File: src/rtl/seg_scan_disp_if.sv
// Bus bundle between the register/debug side and the seg_scan_disp display driver.
// The blink request lane exists only when SEG_BLINK_EN is defined.
interface seg_scan_disp_if #(
    parameter int NUM_DIGITS = 8
);
    logic [4*NUM_DIGITS-1:0] d;
    logic [NUM_DIGITS-1:0]   dp;
    logic [NUM_DIGITS-1:0]   en_mask;
    logic                    lz_blank;
`ifdef SEG_BLINK_EN
    logic [NUM_DIGITS-1:0]   blink;
`endif
    logic [NUM_DIGITS-1:0]   an;
    logic [6:0]              seg;
    logic                    dp_out;
    logic                    frame_done;

`ifdef SEG_BLINK_EN
    modport master (output d, dp, en_mask, lz_blank, blink,
                    input  an, seg, dp_out, frame_done);
    modport slave  (input  d, dp, en_mask, lz_blank, blink,
                    output an, seg, dp_out, frame_done);
`else
    modport master (output d, dp, en_mask, lz_blank,
                    input  an, seg, dp_out, frame_done);
    modport slave  (input  d, dp, en_mask, lz_blank,
                    output an, seg, dp_out, frame_done);
`endif
endinterface

File: src/rtl/seg_scan_disp.sv
// Multiplexed NUM_DIGITS hex 7-segment scanner with per-frame input snapshot, masking,
// decimal points and leading-zero blanking. Define SEG_BLINK_EN to add per-digit blinking.
module seg_scan_disp #(
    parameter int NUM_DIGITS = 8,
    parameter int DIV        = 50000,
    parameter int ACTIVE_LOW = 1
`ifdef SEG_BLINK_EN
    ,
    parameter int BLINK_FRAMES = 64
`endif
) (
    input  logic             clk,
    input  logic             rstn,
    seg_scan_disp_if.slave   bus
);
    localparam int CW = $clog2(DIV);
    localparam int IW = (NUM_DIGITS > 1) ? $clog2(NUM_DIGITS) : 1;
    localparam logic [CW-1:0] CNT_MAX = CW'(DIV - 1);
    localparam logic [IW-1:0] IDX_MAX = IW'(NUM_DIGITS - 1);

    logic [CW-1:0]           cnt;
    logic [IW-1:0]           idx;
    logic                    tick;
    logic                    wrap;
    logic                    frame_done_q;

    logic [4*NUM_DIGITS-1:0] sh_d;
    logic [NUM_DIGITS-1:0]   sh_dp;
    logic [NUM_DIGITS-1:0]   sh_en;
    logic                    sh_lz;

    logic [3:0]              nib;
    logic                    upper_zero;
    logic                    blank;
    logic [NUM_DIGITS-1:0]   an_nxt;
    logic [6:0]              seg_nxt;
    logic                    dp_nxt;

    logic [NUM_DIGITS-1:0]   an_q;
    logic [6:0]              seg_q;
    logic                    dp_q;

    function automatic logic [6:0] hex7(input logic [3:0] v);
        case (v)
            4'h0: hex7 = 7'h3F;
            4'h1: hex7 = 7'h06;
            4'h2: hex7 = 7'h5B;
            4'h3: hex7 = 7'h4F;
            4'h4: hex7 = 7'h66;
            4'h5: hex7 = 7'h6D;
            4'h6: hex7 = 7'h7D;
            4'h7: hex7 = 7'h07;
            4'h8: hex7 = 7'h7F;
            4'h9: hex7 = 7'h6F;
            4'hA: hex7 = 7'h77;
            4'hB: hex7 = 7'h7C;
            4'hC: hex7 = 7'h39;
            4'hD: hex7 = 7'h5E;
            4'hE: hex7 = 7'h79;
            default: hex7 = 7'h71;
        endcase
    endfunction

    assign tick = (cnt == CNT_MAX);
    assign wrap = tick && (idx == IDX_MAX);

    // Prescaler, digit index and the once-per-frame snapshot of the display inputs
    always_ff @(posedge clk or negedge rstn) begin
        if (!rstn) begin
            cnt          <= '0;
            idx          <= '0;
            frame_done_q <= 1'b0;
            sh_d         <= '0;
            sh_dp        <= '0;
            sh_en        <= '0;
            sh_lz        <= 1'b0;
        end else begin
            frame_done_q <= wrap;
            if (tick) begin
                cnt <= '0;
                idx <= (idx == IDX_MAX) ? '0 : idx + IW'(1);
            end else begin
                cnt <= cnt + CW'(1);
            end
            if (wrap) begin
                sh_d  <= bus.d;
                sh_dp <= bus.dp;
                sh_en <= bus.en_mask;
                sh_lz <= bus.lz_blank;
            end
        end
    end

`ifdef SEG_BLINK_EN
    localparam int FW = (BLINK_FRAMES > 1) ? $clog2(BLINK_FRAMES) : 1;
    localparam logic [FW-1:0] FCNT_MAX = FW'(BLINK_FRAMES - 1);

    logic [NUM_DIGITS-1:0] sh_blink;
    logic [FW-1:0]         fcnt;
    logic                  blink_phase;

    // Phase flips on the same edge that loads a new frame, so a frame never changes phase midway
    always_ff @(posedge clk or negedge rstn) begin
        if (!rstn) begin
            sh_blink    <= '0;
            fcnt        <= '0;
            blink_phase <= 1'b1;
        end else if (wrap) begin
            sh_blink <= bus.blink;
            if (fcnt == FCNT_MAX) begin
                fcnt        <= '0;
                blink_phase <= ~blink_phase;
            end else begin
                fcnt <= fcnt + FW'(1);
            end
        end
    end
`endif

    always_comb begin
        nib        = sh_d[4*int'(idx) +: 4];
        upper_zero = ((sh_d >> (4*int'(idx))) == '0);
        blank      = !sh_en[idx] || (sh_lz && upper_zero && (idx != '0));
`ifdef SEG_BLINK_EN
        blank      = blank || (!blink_phase && sh_blink[idx]);
`endif
        an_nxt     = '0;
        seg_nxt    = '0;
        dp_nxt     = 1'b0;
        if (!blank) begin
            an_nxt  = NUM_DIGITS'(1) << idx;
            seg_nxt = hex7(nib);
            dp_nxt  = sh_dp[idx];
        end
    end

    // All pin drivers load on the same edge so anode, segments and dp cannot skew
    always_ff @(posedge clk or negedge rstn) begin
        if (!rstn) begin
            an_q  <= '0;
            seg_q <= '0;
            dp_q  <= 1'b0;
        end else begin
            an_q  <= an_nxt;
            seg_q <= seg_nxt;
            dp_q  <= dp_nxt;
        end
    end

    assign bus.an         = (ACTIVE_LOW != 0) ? ~an_q  : an_q;
    assign bus.seg        = (ACTIVE_LOW != 0) ? ~seg_q : seg_q;
    assign bus.dp_out     = (ACTIVE_LOW != 0) ? ~dp_q  : dp_q;
    assign bus.frame_done = frame_done_q;

endmodule

File: src/flat_wrapper.sv
// flat-port wrapper written by rule: the top's interface ports become plain ports
module seg_scan_disp_flat 
#(
    parameter int NUM_DIGITS = 8,
    parameter int DIV        = 50000,
    parameter int ACTIVE_LOW = 1

)
  (clk, rstn, bus_d, bus_dp, bus_en_mask, bus_lz_blank, bus_an, bus_seg, bus_dp_out, bus_frame_done);
  seg_scan_disp_if #(.NUM_DIGITS(NUM_DIGITS)) bus_i ();
  input  logic clk;
  input  logic rstn;
  input wire logic [$bits(bus_i.d)-1:0] bus_d;
  input wire logic [$bits(bus_i.dp)-1:0] bus_dp;
  input wire logic [$bits(bus_i.en_mask)-1:0] bus_en_mask;
  input wire logic [$bits(bus_i.lz_blank)-1:0] bus_lz_blank;
  output wire logic [$bits(bus_i.an)-1:0] bus_an;
  output wire logic [$bits(bus_i.seg)-1:0] bus_seg;
  output wire logic [$bits(bus_i.dp_out)-1:0] bus_dp_out;
  output wire logic [$bits(bus_i.frame_done)-1:0] bus_frame_done;
  assign bus_i.d = bus_d;
  assign bus_i.dp = bus_dp;
  assign bus_i.en_mask = bus_en_mask;
  assign bus_i.lz_blank = bus_lz_blank;
  assign bus_an = bus_i.an;
  assign bus_seg = bus_i.seg;
  assign bus_dp_out = bus_i.dp_out;
  assign bus_frame_done = bus_i.frame_done;
  seg_scan_disp #(.NUM_DIGITS(NUM_DIGITS), .DIV(DIV), .ACTIVE_LOW(ACTIVE_LOW)) u_core (.clk(clk), .rstn(rstn), .bus(bus_i));
endmodule
File: config.mk
export PLATFORM = sky130hd
export DESIGN_NAME = seg_scan_disp_flat
export DESIGN_NICKNAME = d
export VERILOG_FILES = /design/src/rtl/seg_scan_disp_if.sv /design/src/rtl/seg_scan_disp.sv /design/src/flat_wrapper.sv
export SDC_FILE = /design/constraint.sdc
export NUM_CORES = 1
export LEC_CHECK = 0
export BUFFER_PORTS_ARGS = -buffer_cell sky130_fd_sc_hd__clkbuf_2
export CAP_MARGIN = 40
export CORE_ASPECT_RATIO = 0.7
export CORE_MARGIN = 10
export CORE_UTILIZATION = 61
export CTS_CLUSTER_DIAMETER = 40
export CTS_CLUSTER_SIZE = 20
export DETAILED_ROUTE_END_ITERATION = 16
export MAX_ROUTING_LAYER = met4
export PLACE_DENSITY_LB_ADDON = 0.3
export SLEW_MARGIN = 0
export SYNTH_ARGS = -nofsm -noshare
export SYNTH_HDL_FRONTEND = slang
export SYNTH_SLANG_ARGS = --single-unit
File: constraint.sdc
create_clock -name clk -period 4.4 [get_ports clk]
set_input_delay 0.66 -clock clk [delete_from_list [all_inputs] [get_ports clk]]
set_output_delay 0.66 -clock clk [all_outputs]
set_load 0.005 [all_outputs]
[Yosys cells after proc, flatten, opt, wreduce, memory -nomap -nowiden]
Memories as Yosys holds them, arrays and structs flattened.
Cells that the tools add are included.
Operators by class
  $add $sub $neg: 2
  $lt $le $gt $ge: 1
  eq/ne operators: 2
  shift-type cells: 3
  multiplexer cells: 9
  bitwise gates (word level): 3
  reductions and logical operators: 7
Operators with widths (number)
  32-bit logical NOT: 1
  32-bit by 6-bit variable part select with 4-bit output: 1
  32-bit by 5-bit >> shifter with 32-bit output: 1
  16-bit by 1-bit adder with 16-bit output (second input constant): 1
  16-bit equality test (second input constant): 1
  16-bit 2-to-1 mux: 1
  8-bit 2-to-1 mux: 1
  8-bit NOT: 1
  1-bit by 3-bit left shift with 8-bit output (first input constant): 1
  7-bit 2-to-1 mux: 1
  7-bit NOT: 1
  1-bit binary-select mux with 3-bit select: 2
  3-bit by 4-bit less-than comparator with 1-bit output (second input constant): 1
  3-bit by 1-bit adder with 3-bit output (second input constant): 1
  3-bit equality test (second input constant): 1
  1-bit logical AND: 3
  1-bit 2-to-1 mux: 3
  3-bit 2-to-1 mux: 1
  3-bit nonzero test: 1
  1-bit logical NOT: 1
  1-bit logical OR: 1
  1-bit NOT: 1
Storage, ports and cells
  register bits after elaboration: 85
  bits in read-only memories: 112
  input port bits: 51
  output and inout bits: 17
  word-level logic and storage cells: 38
  memories kept: 1
Memories
  (name not given): words 16, bits a word 7, read ports 1, clocked after memory_dff 0, wr ports 0, line seg_scan_disp.sv:44  | case (v)

[Depth between registers and ports, before layout]
Gate-level depths: netlist of run 1.
  word-level depth: 6
  mapped depth: 14
  mapped depth without buffers: 10

[Least setup slack after synthesis of run 1]
No wires, ideal clock.
  path type: register -> register
  start point: register u_core.idx[0]
  end point: register u_core.an_q[3]
  library setup time: 0.117 ns
  arrival: 2.660 ns
  required time: 4.283 ns
  setup slack: 1.623 ns
  stages on the path, launching flop included: 13
  path buffers: 3
  clock period less this slack: 2.777 ns
  cells stage by stage: dfrtp_1 > buf_4 > buf_4 > mux4_2 > nand2_1 > and2_1 > ha_1 > nand2_1 > a221o_1 > nor4_2 > a21oi_2 > buf_6 > and2_4
On the way
  word-level cells in the longest chain between the ends: 6
  elaborated cells between the ends (all ways): 11
  those cells by class: shift: 2; mux: 3; reduce/logical: 6
RTL lines
  from (decl): line seg_scan_disp.sv:22  | logic [IW-1:0] idx;
  from (signal assigned): line seg_scan_disp.sv:81  | idx <= (idx == IDX_MAX) ? '0 : idx + IW'(1);
  32-bit by 5-bit >> shifter with 32-bit output: line seg_scan_disp.sv:122  | upper_zero = ((sh_d >> (4*int'(idx))) == '0);
  32-bit logical NOT: line seg_scan_disp.sv:122
  1-bit logical AND (2 in series): line seg_scan_disp.sv:123  | blank = !sh_en[idx] || (sh_lz && upper_zero && (idx != '0));
  1-bit logical OR: line seg_scan_disp.sv:123
  8-bit 2-to-1 mux *: line seg_scan_disp.sv:130  | if (!blank) begin
  named net u_core.an_nxt[3]: line seg_scan_disp.sv:35  | logic [NUM_DIGITS-1:0] an_nxt;
  to (signal assigned): line seg_scan_disp.sv:144  | an_q <= an_nxt;
  to (decl): line seg_scan_disp.sv:39  | logic [NUM_DIGITS-1:0] an_q;
Mark *: on every way through the listed nets, which the timed path passes. The rest lies on a longest branch. The select of a mux whose other input is x is not followed.
A chain may end at the register's enable or synchronous reset.

[Worst setup path after layout of run 1]
  start point: register u_core.idx[0]
  end point: register u_core.an_q[4]
The elaborated chain is that of the path after synthesis.

==> results.py, run 1 <==
metrics = {
    "run_status": {
        "outcome": "finished, final reports clean",
    },
    "logic_synthesis": {
        "synth.area.top_cells": "dfrtp_1, mux2_2, mux4_2",
        "syn-cell-area_mm2": 0.004292,
        "yosysSeqAreaShare_pct": 49.56,
        "yosys_warnings": 0,
        "synth_edf_count": 0,
        "synth.distinct_cells": 51,
        "synthesis.nets": 414,
        "synth_top_area_share_pct": 49.56,
        "synth-main-ff-cell": "dfrtp_1",
        "synthCells": 350,
        "synth_top_cell_by_area": "dfrtp_1",
        "yosys_register_bits": 85,
        "syn_avg_cell_area_um2": 12.26,
        "async_reset_ff_share_pct": 100.0,
    },
    "placement": {
        "post-place-ws_ns": 1.036,
        "io_buffer_count": 67,
        "gp_congestion": 0.9691,
        "place_hpwl_mm": 6.912,
    },
    "cells_and_area": {
        "layout.nets": 480,
        "layout-drive-gt1-share_pct": 35.87,
        "diodes": 0,
        "utilization_pct": 71.98,
        "area_growth_pct": 13.85,
    },
    "sta": {
        "slew_headroom_pct": 40.96,
        "fmax_ghz": 0.2961,
        "finalHoldViolations": 0,
        "setup_ws_ns": 1.023,
        "grt_setup_unrepaired": "false",
        "worst_pin_slew_ns": 0.8856,
        "skew_ns": 0.005618,
        "tns_ns": 0,
        "hold_slack_ns": 0.2800,
        "setup_violations": 0,
        "timing.final.crit_share_pct": 76.75,
        "period_minus_slack_ns": 3.377,
        "drv_slew": 0,
    },
    "route": {
        "vias": 2962,
        "viasPerCell": 5.751,
        "drt_first_pass_iters": 5,
        "routedWlPerCell_um": 17.56,
        "first_iter_violations": 293,
        "dr_wl_met2_mm": 4.036,
        "dr_wl_met3_um": 674,
        "top_layer": "met4",
        "wirelength_mm": 9.044,
        "drc": 0,
        "detail-route-antenna-nets": 0,
        "wl_met1_mm": 4.176,
    },
    "critical_path": {
        "worstSetupStartpointType": "flop",
        "crit_top_cell": "nand2_1",
        "worst_path_max_delay_cell": "dfrtp_1",
        "path_class": "flop to flop",
        "crit_fanout": 21,
        "cpPeakStageDelay_ns": 0.93,
        "required_ns": 4.64,
        "crit_path_end_kind": "flop",
        "arrival_ns": 3.62,
        "path_cells": "mux4_1 -> nand2_1 -> nand2_1 -> inv_1 -> ha_1 -> nand2_1 -> a221o_1 -> nor4_2 -> a21oi_2 -> and3_1",
    },
    "pwr": {
        "swShare_pct": 22.94,
        "p_seq_share_pct": 56.0,
        "pwr-share-comb_pct": 7.8,
        "switchingPower_w": 0.0003416,
        "powerDensity_mw_per_mm2": 304.7,
        "p_int_w": 0.001147,
        "vdd_drop_max_uv": 192.4,
        "p_clk_share_pct": 36.2,
        "power_leakage_nw": 2.255,
    },
    "global_routing": {
        "grt_usage_pct": 17.94,
        "grt_overflow": 0,
        "antenna_found_initial": 0,
        "grt_pass1_vias": 3143,
        "grt_pass1_wl_mm": 15.47,
        "grt_max_degree": 45,
    },
    "floorplan": {
        "die_area_mm2": 0.01084,
        "die_height_um": 90.18,
        "die_x_um": 120.3,
        "start_util_pct": 63.23,
        "io_pins": 68,
        "rows": 25,
        "design.core.area_mm2": 0.006788,
    },
    "cts": {
        "clk_latency_ns": 0.35,
        "clockBufferDepth": 2,
        "ctsRootBufferMaster": "clkbuf_8",
        "postCtsSetupBuffers": 0,
        "htree_levels": 3,
        "tritoncts": "built",
        "cts.sinks": 85,
        "cts_hold_buf": 0,
        "cts_resized": 0,
        "cts_buffers": 9,
        "path_clk_slew_ns": 0.08,
    },
    "worst_hold_path": {
        "hold_path.class": "primary input to async pin",
    },
    "job": {
        "drv_cap": 0,
    },
}
[logic make-up after synthesis]
family / synth area share, %
AND/OR/NAND/NOR: 12.57
flip-flops: 49.56
multiplexers: 21.78
buffers and inverters: 4.664
AO/OA/AOI/OAI: 4.578
XOR/XNOR: 3.061
adder cells (fa/ha/maj): 3.790
[final cells by class]
class                           count  area, um^2
Multi-Input combinational cell    226        1967
Fill cell                         494        1902
Inverter                           23       88.84
Clock inverter                      4       47.55
Timing Repair Buffer               71       392.9
Sequential cell                    85        2127
Clock buffer                       12       145.1
Tap cell                           94       117.6
[flip-flops by register name, summed over array words and instances, names as in the netlist]
signal / count
u_core.sh_d: 32
u_core.cnt: 16
u_core.an_q: 8
u_core.sh_dp: 8
u_core.sh_en: 8
u_core.seg_q: 7
u_core.idx: 3
u_core.bus.frame_done: 1
u_core.dp_q: 1
u_core.sh_lz: 1
[final timing paths]
path | startpoint | endpoint | slack [ns] | cells after the start
worst min register to register | u_core.cnt[0]$_DFF_PN0_ | u_core.cnt[0]$_DFF_PN0_ | 0.49 | 1
min in group clk | u_core.cnt[0]$_DFF_PN0_ | u_core.cnt[0]$_DFF_PN0_ | 0.49 | 1
worst max-delay path | u_core.idx[0]$_DFFE_PN0N_ | u_core.an_q[4]$_DFF_PN0_ | 1.02 | 10
max in group asynchronous | rstn | u_core.an_q[7]$_DFF_PN0_ | 3.52 | 2
worst max register to register | u_core.idx[0]$_DFFE_PN0N_ | u_core.an_q[4]$_DFF_PN0_ | 1.02 | 10
worst min-delay path | rstn | u_core.sh_d[19]$_DFFE_PN0P_ | 0.28 | 1
[critical path: cells and delay by family (launching register included)]
kind,cells,cell delay (ns)
DFF,1,0.93
and+or+nand+nor,5,0.81
muxes,1,0.64
buffers and inverters,1,0.18
AOI/OAI and AO/OA,2,0.51
adders and majority gates,1,0.19
[metrics by stage]
stage / power (W) / cells / area, um^2
2_1_floorplan: 0.0009020 / 350 / 4292
4_1_cts: 0.001502 / 515 / 4886
3_5_place_dp: 0.0009666 / 499 / 4693
5_1_grt: 0.001555 / 515 / 4886
3_3_place_gp: 0.0009584 / 497 / 4653
6_report: 0.001489 / 515 / 4886
[cell usage in the layout, fill, tap and decap left out, types with 2 or more instances in the layout]
cell / count
inv_1: 21
and2_4: 2
nor4_2: 2
buf_12: 2
nand2b_1: 3
clkbuf_8: 10
clkinv_2: 2
and3_1: 6
o21ai_0: 4
mux2_1: 8
xnor2_1: 3
xor2_1: 12
a21oi_1: 3
dfrtp_1: 85
and2_1: 5
o221ai_1: 2
mux2i_1: 12
or2_2: 2
mux4_2: 10
nor2_1: 20
nor3_1: 7
nand4_1: 6
o311a_1: 2
or4_1: 2
nor4_1: 4
nor2b_1: 2
nand2_1: 23
mux2_2: 42
buf_4: 3
o31ai_1: 2
nand3_1: 11
ha_1: 13
clkbuf_2: 66
o221a_2: 2
clkbuf_1: 2
[cells in the mapped netlist (3+ instances only)]
library cell and number:
and3_1 6, ha_1 13, nand2b_1 3, and2_1 5, nor2_1 20, xnor2_1 3
nand4_1 6, a21oi_1 3, mux4_2 10, nor4_1 4, clkbuf_1 3, nand3_1 11
mux2_1 8, buf_6 5, inv_1 21, buf_2 5, xor2_1 12, mux2_2 42
nor3_1 7, dfrtp_1 85, nand2_1 24, mux2i_1 12, o21ai_0 4
[per-layer routing]
layer / vias up / global-route usage [%]
li1: 1367 / -
met1: 1449 / 23.94
met2: 126 / 25.87
met3: 20 / 5.372
met4: 0 / 5.311
met5: - / -
[power groups by stage]
stage	sequential [W]	combinational, W	clock (W)
after floorplan	0.000839	0.0000626	0
after global placement	0.000848	0.000111	0
after detailed placement	0.000849	0.000117	0
after CTS	0.000834	0.000118	0.000550
after global routing	0.000838	0.000131	0.000586
final	0.000834	0.000116	0.000539
(Power assumes the default switching activity.)
==> run 2, diff against run 1 <==
--- a/config.mk
+++ b/config.mk
@@ -9,7 +9,7 @@
 export CAP_MARGIN = 40
 export CORE_ASPECT_RATIO = 0.7
 export CORE_MARGIN = 10
-export CORE_UTILIZATION = 61
+export CORE_UTILIZATION = 51
 export CTS_CLUSTER_DIAMETER = 40
 export CTS_CLUSTER_SIZE = 20
 export DETAILED_ROUTE_END_ITERATION = 16
==> constraint.sdc (replaced) <==
create_clock -name clk -period 3.1 [get_ports clk]
set_input_delay 0.465 -clock clk [delete_from_list [all_inputs] [get_ports clk]]
set_output_delay 0.465 -clock clk [all_outputs]
set_load 0.005 [all_outputs]
==> run 2 against run 1 <==
Compared with the run above: cell count grew 2.3%; global-route usage down 2.0 points; sequential cell count did not move; clock power rose by 95%; die area grew 16%; sequential power increased by 41%; register-to-register slack lost 0.85 ns; highest routed layer unchanged.
==> results.py, run 2 (synthesis results as in run 1) <==
metrics = {
    "run_status": {
        "outcome": "finished, final reports clean",
    },
    "global_routing": {
        "grt_max_degree": 45,
        "grt_pass1_wl_mm": 15.69,
        "grt_overflow": 0,
        "busiest_layer": "met1",
        "grt_usage_pct": 15.92,
        "met2_usage_pct": 20.75,
        "met3_usage_pct": 5.223,
        "use_met1_pct": 22.95,
        "grt_pass1_vias": 3049,
        "antenna_found_initial": 0,
    },
    "cells_and_area": {
        "layout.nets": 485,
        "multiInputGateArea_mm2": 0.001967,
        "diodes": 0,
        "top_regs": "u_core.sh_d: 32 flops, u_core.cnt: 16 flops",
        "area_growth_pct": 17.20,
        "final_common_cell": "dfrtp_1",
        "fillerInstances": 635,
        "register_area_mm2": 0.002128,
        "layout-drive-gt1-share_pct": 36.85,
        "largest_reg_flops": 32,
        "layout_common_cells": "dfrtp_1, clkbuf_2, mux2_2, nand2_1, inv_1",
        "regMostFlops": "u_core.sh_d",
    },
    "sta": {
        "finalHoldViolations": 0,
        "setup_ws_ns": 0.1693,
        "skew_ns": 0.006024,
        "tns_ns": 0,
        "period_minus_slack_ns": 2.931,
        "drv_slew": 0,
        "grt_setup_unrepaired": "false",
        "setup_violations": 0,
        "fmax_ghz": 0.3412,
        "worst_pin_slew_ns": 0.5775,
        "slew_headroom_pct": 61.14,
        "timing.final.crit_share_pct": 94.54,
    },
    "floorplan": {
        "start_util_pct": 53.38,
        "rows": 27,
        "io_pins": 68,
        "die_height_um": 96.75,
        "die_x_um": 129.6,
        "design.core.area_mm2": 0.008040,
        "die_area_mm2": 0.01254,
    },
    "cts": {
        "ctsRootBufferMaster": "clkbuf_16",
        "clockBufferDepth": 2,
        "path_clk_slew_ns": 0.06,
        "htree_levels": 3,
        "cts_hold_buf": 0,
        "clk_latency_ns": 0.34,
        "cts_resized": 0,
        "postCtsSetupBuffers": 0,
        "cts_buffers": 9,
        "tritoncts": "built",
        "cts.sinks": 85,
    },
    "pwr": {
        "powerDensity_mw_per_mm2": 476.6,
        "power_w": 0.002397,
        "power_leakage_nw": 2.322,
        "vdd_drop_max_uv": 411.4,
    },
    "route": {
        "vias": 2894,
        "first_iter_violations": 275,
        "routedWlPerCell_um": 17.45,
        "drc": 0,
        "wirelength_mm": 9.196,
        "detail-route-antenna-nets": 0,
        "viasPerCell": 5.491,
        "drt_first_pass_iters": 4,
    },
    "critical_path": {
        "path_class": "flop to flop",
        "crit_fanout": 13,
        "r2r_end": "u_core.an_q[5]$_DFF_PN0_",
        "crit_end": "u_core.an_q[5]$_DFF_PN0_",
        "r2r_cells": 10,
        "cp_num_buf_inv": 1,
        "worst_path_max_delay_cell": "mux4_1",
        "cpPeakStageDelay_ns": 0.58,
        "path_cells": "mux4_1 -> nand2_1 -> nand2_1 -> inv_1 -> ha_1 -> nand2_1 -> a221o_1 -> nor4_2 -> a21oi_2 -> and3_1",
        "crit_path_end_kind": "flop",
        "r2r_setup_slack_ns": 0.17,
        "arrival_ns": 3.15,
        "path_depth": 10,
        "worstSetupStartpointType": "flop",
        "cp-startpoint": "u_core.idx[0]$_DFFE_PN0N_",
        "required_ns": 3.32,
        "crit_top_cell": "nand2_1",
        "reg2reg_from": "u_core.idx[0]$_DFFE_PN0N_",
        "cp_top_family": "simple AND/OR/NAND/NOR gates",
    },
    "placement": {
        "gp_congestion": 0.9004,
        "place_hpwl_mm": 6.938,
        "post-place-ws_ns": 0.08056,
        "io_buffer_count": 67,
    },
    "job": {
        "drv_cap": 0,
    },
    "worst_hold_path": {
        "hold_path.class": "primary input to async pin",
    },
}
-- run 2: cell types whose count changed in the layout (fill, tap and decap cells not counted) --
cell / delta
clkbuf_16: +9
dfrtp_1: -1
buf_12: -2
buf_4: +6
dfrtp_2: +1
buf_16: +1
clkbuf_8: -9
-- run 2: power by group --
group	leakage, nW	internal [W]	switching (W)
clock	0.143	0.000643	0.000404
combinational	1.14	0.0000881	0.0000781
sequential	1.04	0.00115	0.0000333
total	2.32	0.00188	0.000515
-- run 2: area by class of cell --
class,instances,area share [%]
clock buffer,12,4.900
inverter,23,1.766
multi-input combinational,226,39.10
clock inverter,4,0.9453
sequential,85,42.31
tap,101,2.512
timing repair buffer,76,8.458
-- run 2: worst min path at each step --
| stage | slack, ns | endpoint |
|---|---|---|
| 2_1_floorplan | 0.17 | u_core.an_q[0]$_DFF_PN0_ |
| 3_3_place_gp | 0.48 | u_core.cnt[0]$_DFF_PN0_ |
| 3_5_place_dp | 0.48 | u_core.sh_en[7]$_DFFE_PN0P_ |
| 4_1_cts | 0.13 | u_core.sh_dp[5]$_DFFE_PN0P_ |
| 5_1_grt | 0.16 | u_core.sh_dp[5]$_DFFE_PN0P_ |
| 6_report | 0.10 | u_core.sh_dp[4]$_DFFE_PN0P_ |
-- run 2: worst register-to-register path: cells and delay by family, from the launching register on --
kind,cells,cell delay (ns)
AO/OA/AOI/OAI,2,0.51
flip-flops,1,0.48
adder cells (fa/ha/maj),1,0.20
multiplexers,1,0.58
AND/OR/NAND/NOR,5,0.84
buffers and inverters,1,0.19
-- run 2: through the flow --
| step | instances | instance area, um^2 | hold slack, ns | util, % |
|---|---|---|---|---|
| 2_1_floorplan | 350 | 4292 | 0.1694 | - |
| 3_5_place_dp | 511 | 4735 | 0.4830 | 58.89 |
| 4_1_cts | 527 | 5029 | 0.1281 | 62.54 |
| 6_report | 527 | 5030 | 0.1045 | 62.56 |
| 5_1_grt | 527 | 5030 | 0.1554 | 62.56 |
| 3_3_place_gp | 510 | 4707 | 0.4767 | 58.54 |
-- run 2: routing by layer --
layer	share of wire, %	vias up	wire length (um)
li1	-	1383	-
met1	48	1400	4416
met2	43	103	3952
met3	8.2	8	756
met4	0.78	0	72
met5	0	-	0
==> run 3, diff against run 2 <==
--- a/config.mk
+++ b/config.mk
@@ -5,11 +5,12 @@
 export SDC_FILE = /design/constraint.sdc
 export NUM_CORES = 1
 export LEC_CHECK = 0
+export ABC_AREA = 1
 export BUFFER_PORTS_ARGS = -buffer_cell sky130_fd_sc_hd__clkbuf_2
 export CAP_MARGIN = 40
 export CORE_ASPECT_RATIO = 0.7
-export CORE_MARGIN = 10
-export CORE_UTILIZATION = 51
+export CORE_MARGIN = 4
+export CORE_UTILIZATION = 52
 export CTS_CLUSTER_DIAMETER = 40
 export CTS_CLUSTER_SIZE = 20
 export DETAILED_ROUTE_END_ITERATION = 16
==> run 3 against run 2 <==
Compared with the run above: routed wire length is 19% higher; register-to-register slack better by 0.36 ns; critical endpoint is now u_core.an_q[2]$_DFF_PN0_; combinational power is 67% lower; clock power hardly changed; clock-buffer cell count stayed put; utilization is 0.68 points lower; global-route usage is 7.1 points higher; clock skew is 0.0020 ns higher; first-iteration DRC count is 3.3% lower; hold slack worse by 0.0027 ns; sequential power is 6% lower; setup slack better by 0.36 ns.
==> results.py, run 3 <==
metrics = {
    "floorplan": {
        "rows": 28,
        "die_x_um": 120.2,
        "die_area_mm2": 0.01040,
        "io_pins": 68,
        "die_height_um": 86.53,
        "start_util_pct": 53.81,
        "design.core.area_mm2": 0.008513,
    },
    "sta": {
        "skew_ns": 0.008070,
        "setup_ws_ns": 0.5269,
        "fmax_ghz": 0.3886,
        "worst_pin_slew_ns": 0.5466,
        "setup_violations": 0,
        "timing.final.crit_share_pct": 83.00,
        "period_minus_slack_ns": 2.573,
        "finalHoldViolations": 0,
        "drv_slew": 0,
        "tns_ns": 0,
        "grt_setup_unrepaired": "false",
        "slew_headroom_pct": 63.56,
    },
    "cells_and_area": {
        "layout_common_cells": "nand2_1, dfrtp_1, clkbuf_2, inv_1, nor2_1",
        "final_common_cell": "nand2_1",
        "utilization_pct": 61.88,
        "regMostFlops": "u_core.sh_d",
        "fin_cells": 804,
        "diodes": 0,
        "top_regs": "u_core.sh_d: 32 flops, u_core.cnt: 16 flops",
        "largest_reg_flops": 32,
        "layout.nets": 743,
        "layout-drive-gt1-share_pct": 16.52,
        "area_growth_pct": 15.00,
    },
    "placement": {
        "gp_congestion": 0.8769,
        "post-place-ws_ns": 0.5627,
        "io_buffer_count": 67,
        "place_hpwl_mm": 7.982,
        "dp_cells": 788,
    },
    "cts": {
        "cts_hold_buf": 0,
        "tritoncts": "built",
        "cts_resized": 0,
        "path_clk_slew_ns": 0.06,
        "clk_latency_ns": 0.34,
        "ctsRootBufferMaster": "clkbuf_16",
        "clockBufferDepth": 2,
        "cts.sinks": 85,
        "cts_buffers": 9,
        "htree_levels": 3,
        "postCtsSetupBuffers": 0,
    },
    "critical_path": {
        "worst_path_max_delay_cell": "dfrtp_1",
        "required_ns": 3.31,
        "path_cells": "inv_2 -> nand3_1 -> o21ai_1 -> nand2_1 -> nand2_1 -> ha_1 -> nand2_1 -> nor2_1 -> nand3_1 -> nor3_2 -> nand3_1 -> nand2_2 -> nor2_1",
        "worstSetupStartpointType": "flop",
        "cpPeakStageDelay_ns": 0.38,
        "crit_fanout": 26,
        "crit_path_end_kind": "flop",
        "path_class": "flop to flop",
        "arrival_ns": 2.78,
    },
    "route": {
        "detail-route-antenna-nets": 0,
        "vias": 4024,
        "dr_wl_met2_mm": 4.826,
        "viasPerCell": 5.005,
        "drc": 0,
        "dr_wl_met3_um": 643,
        "routedWlPerCell_um": 13.65,
        "drt_first_pass_iters": 5,
        "wl_met1_mm": 5.375,
        "top_layer": "met4",
        "first_iter_violations": 266,
        "wirelength_mm": 10.97,
    },
    "logic_synthesis": {
        "yosys_warnings": 0,
        "yosys_register_bits": 85,
        "syn-cell-area_mm2": 0.004581,
        "synthCells": 618,
        "synth_common_cells": "nand2_1, dfrtp_1, inv_1",
        "synth.area.top_cells": "dfrtp_1, nand2_1, inv_1",
        "syn_avg_cell_area_um2": 7.412,
        "synthesis.nets": 682,
        "synth_most_common_cell": "nand2_1",
        "synth.distinct_cells": 37,
        "synth_top_cell_by_area": "dfrtp_1",
        "synth-main-ff-cell": "dfrtp_1",
        "async_reset_ff_share_pct": 100.0,
        "synth_top_area_share_pct": 46.44,
        "yosysSeqAreaShare_pct": 46.44,
        "synth_edf_count": 0,
    },
    "pwr": {
        "power_w": 0.002194,
        "powerDensity_mw_per_mm2": 416.5,
        "vdd_drop_max_uv": 282.8,
        "power_leakage_nw": 2.747,
    },
    "global_routing": {
        "grt_usage_pct": 23.05,
        "antenna_found_initial": 0,
        "grt_max_degree": 45,
        "grt_pass1_vias": 3840,
        "grt_pass1_wl_mm": 18.45,
        "grt_overflow": 0,
    },
    "job": {
        "drv_cap": 0,
    },
    "worst_hold_path": {
        "hold_path.class": "primary input to async pin",
    },
    "run_status": {
        "outcome": "finished, final reports clean",
    },
}
## run 3: final timing paths
path | startpoint | endpoint | slack [ns] | cells past startpoint
min | rstn | u_core.cnt[9]$_DFF_PN0_ | 0.10 | 1
min reg2reg | u_core.cnt[0]$_DFF_PN0_ | u_core.cnt[0]$_DFF_PN0_ | 0.49 | 1
max reg2reg | u_core.idx[1]$_DFFE_PN0N_ | u_core.an_q[2]$_DFF_PN0_ | 0.53 | 13
max | u_core.idx[1]$_DFFE_PN0N_ | u_core.an_q[2]$_DFF_PN0_ | 0.53 | 13
min in group clk | bus_d[2] | u_core.sh_d[2]$_DFFE_PN0P_ | 0.32 | 3
max in group asynchronous | rstn | u_core.sh_en[5]$_DFFE_PN0P_ | 2.37 | 2
## run 3: worst max-delay path: cells and delay by family, from the launching register on
kind                       cells  cell delay, ns
AOI/OAI and AO/OA              1            0.11
adders and majority gates      1            0.21
buffers and inverters          1            0.33
DFF                            1            0.38
and+or+nand+nor               10            1.38
## run 3: cell families after synthesis
family                     share of synthesized area, %
and+or+nand+nor                                   31.63
buffers and inverters                             9.505
xor gates and xnor gates                         0.7647
DFF                                               46.44
AOI/OAI and AO/OA                                 8.113
adders and majority gates                         3.551
## run 3: per-layer routing
| metal | GRT usage, % | vias to the layer above |
|---|---|---|
| met5 | - | - |
| met4 | 6.861 | 0 |
| met3 | 5.219 | 14 |
| met2 | 34.30 | 134 |
| met1 | 31.87 | 1845 |
| li1 | - | 2031 |
## run 3: metrics by stage
stage | cell area [um^2] | hold WS [ns]
after floorplan | 4581 | 0.1694
after detailed placement | 4979 | 0.4709
after CTS | 5268 | 0.1257
after global placement | 4959 | 0.4517
after global routing | 5268 | 0.1417
final | 5268 | 0.1018
## run 3: power breakdown
| group | leakage [nW] | switching, W | internal, W |
|---|---|---|---|
| Sequential | 0.886 | 0 | 0.00111 |
| Combinational | 1.73 | 0.0000296 | 0.0000248 |
| Clock | 0.135 | 0.000441 | 0.000590 |
## run 3: final cells by class
cell class / count / area (um^2)
Clock buffer: 12 / 256.5
Sequential cell: 85 / 2127
Inverter: 69 / 260.3
Multi-Input combinational cell: 439 / 2018
Timing Repair Buffer: 75 / 422.9
Tap cell: 120 / 150.1
Clock inverter: 4 / 32.53
Fill cell: 777 / 3246
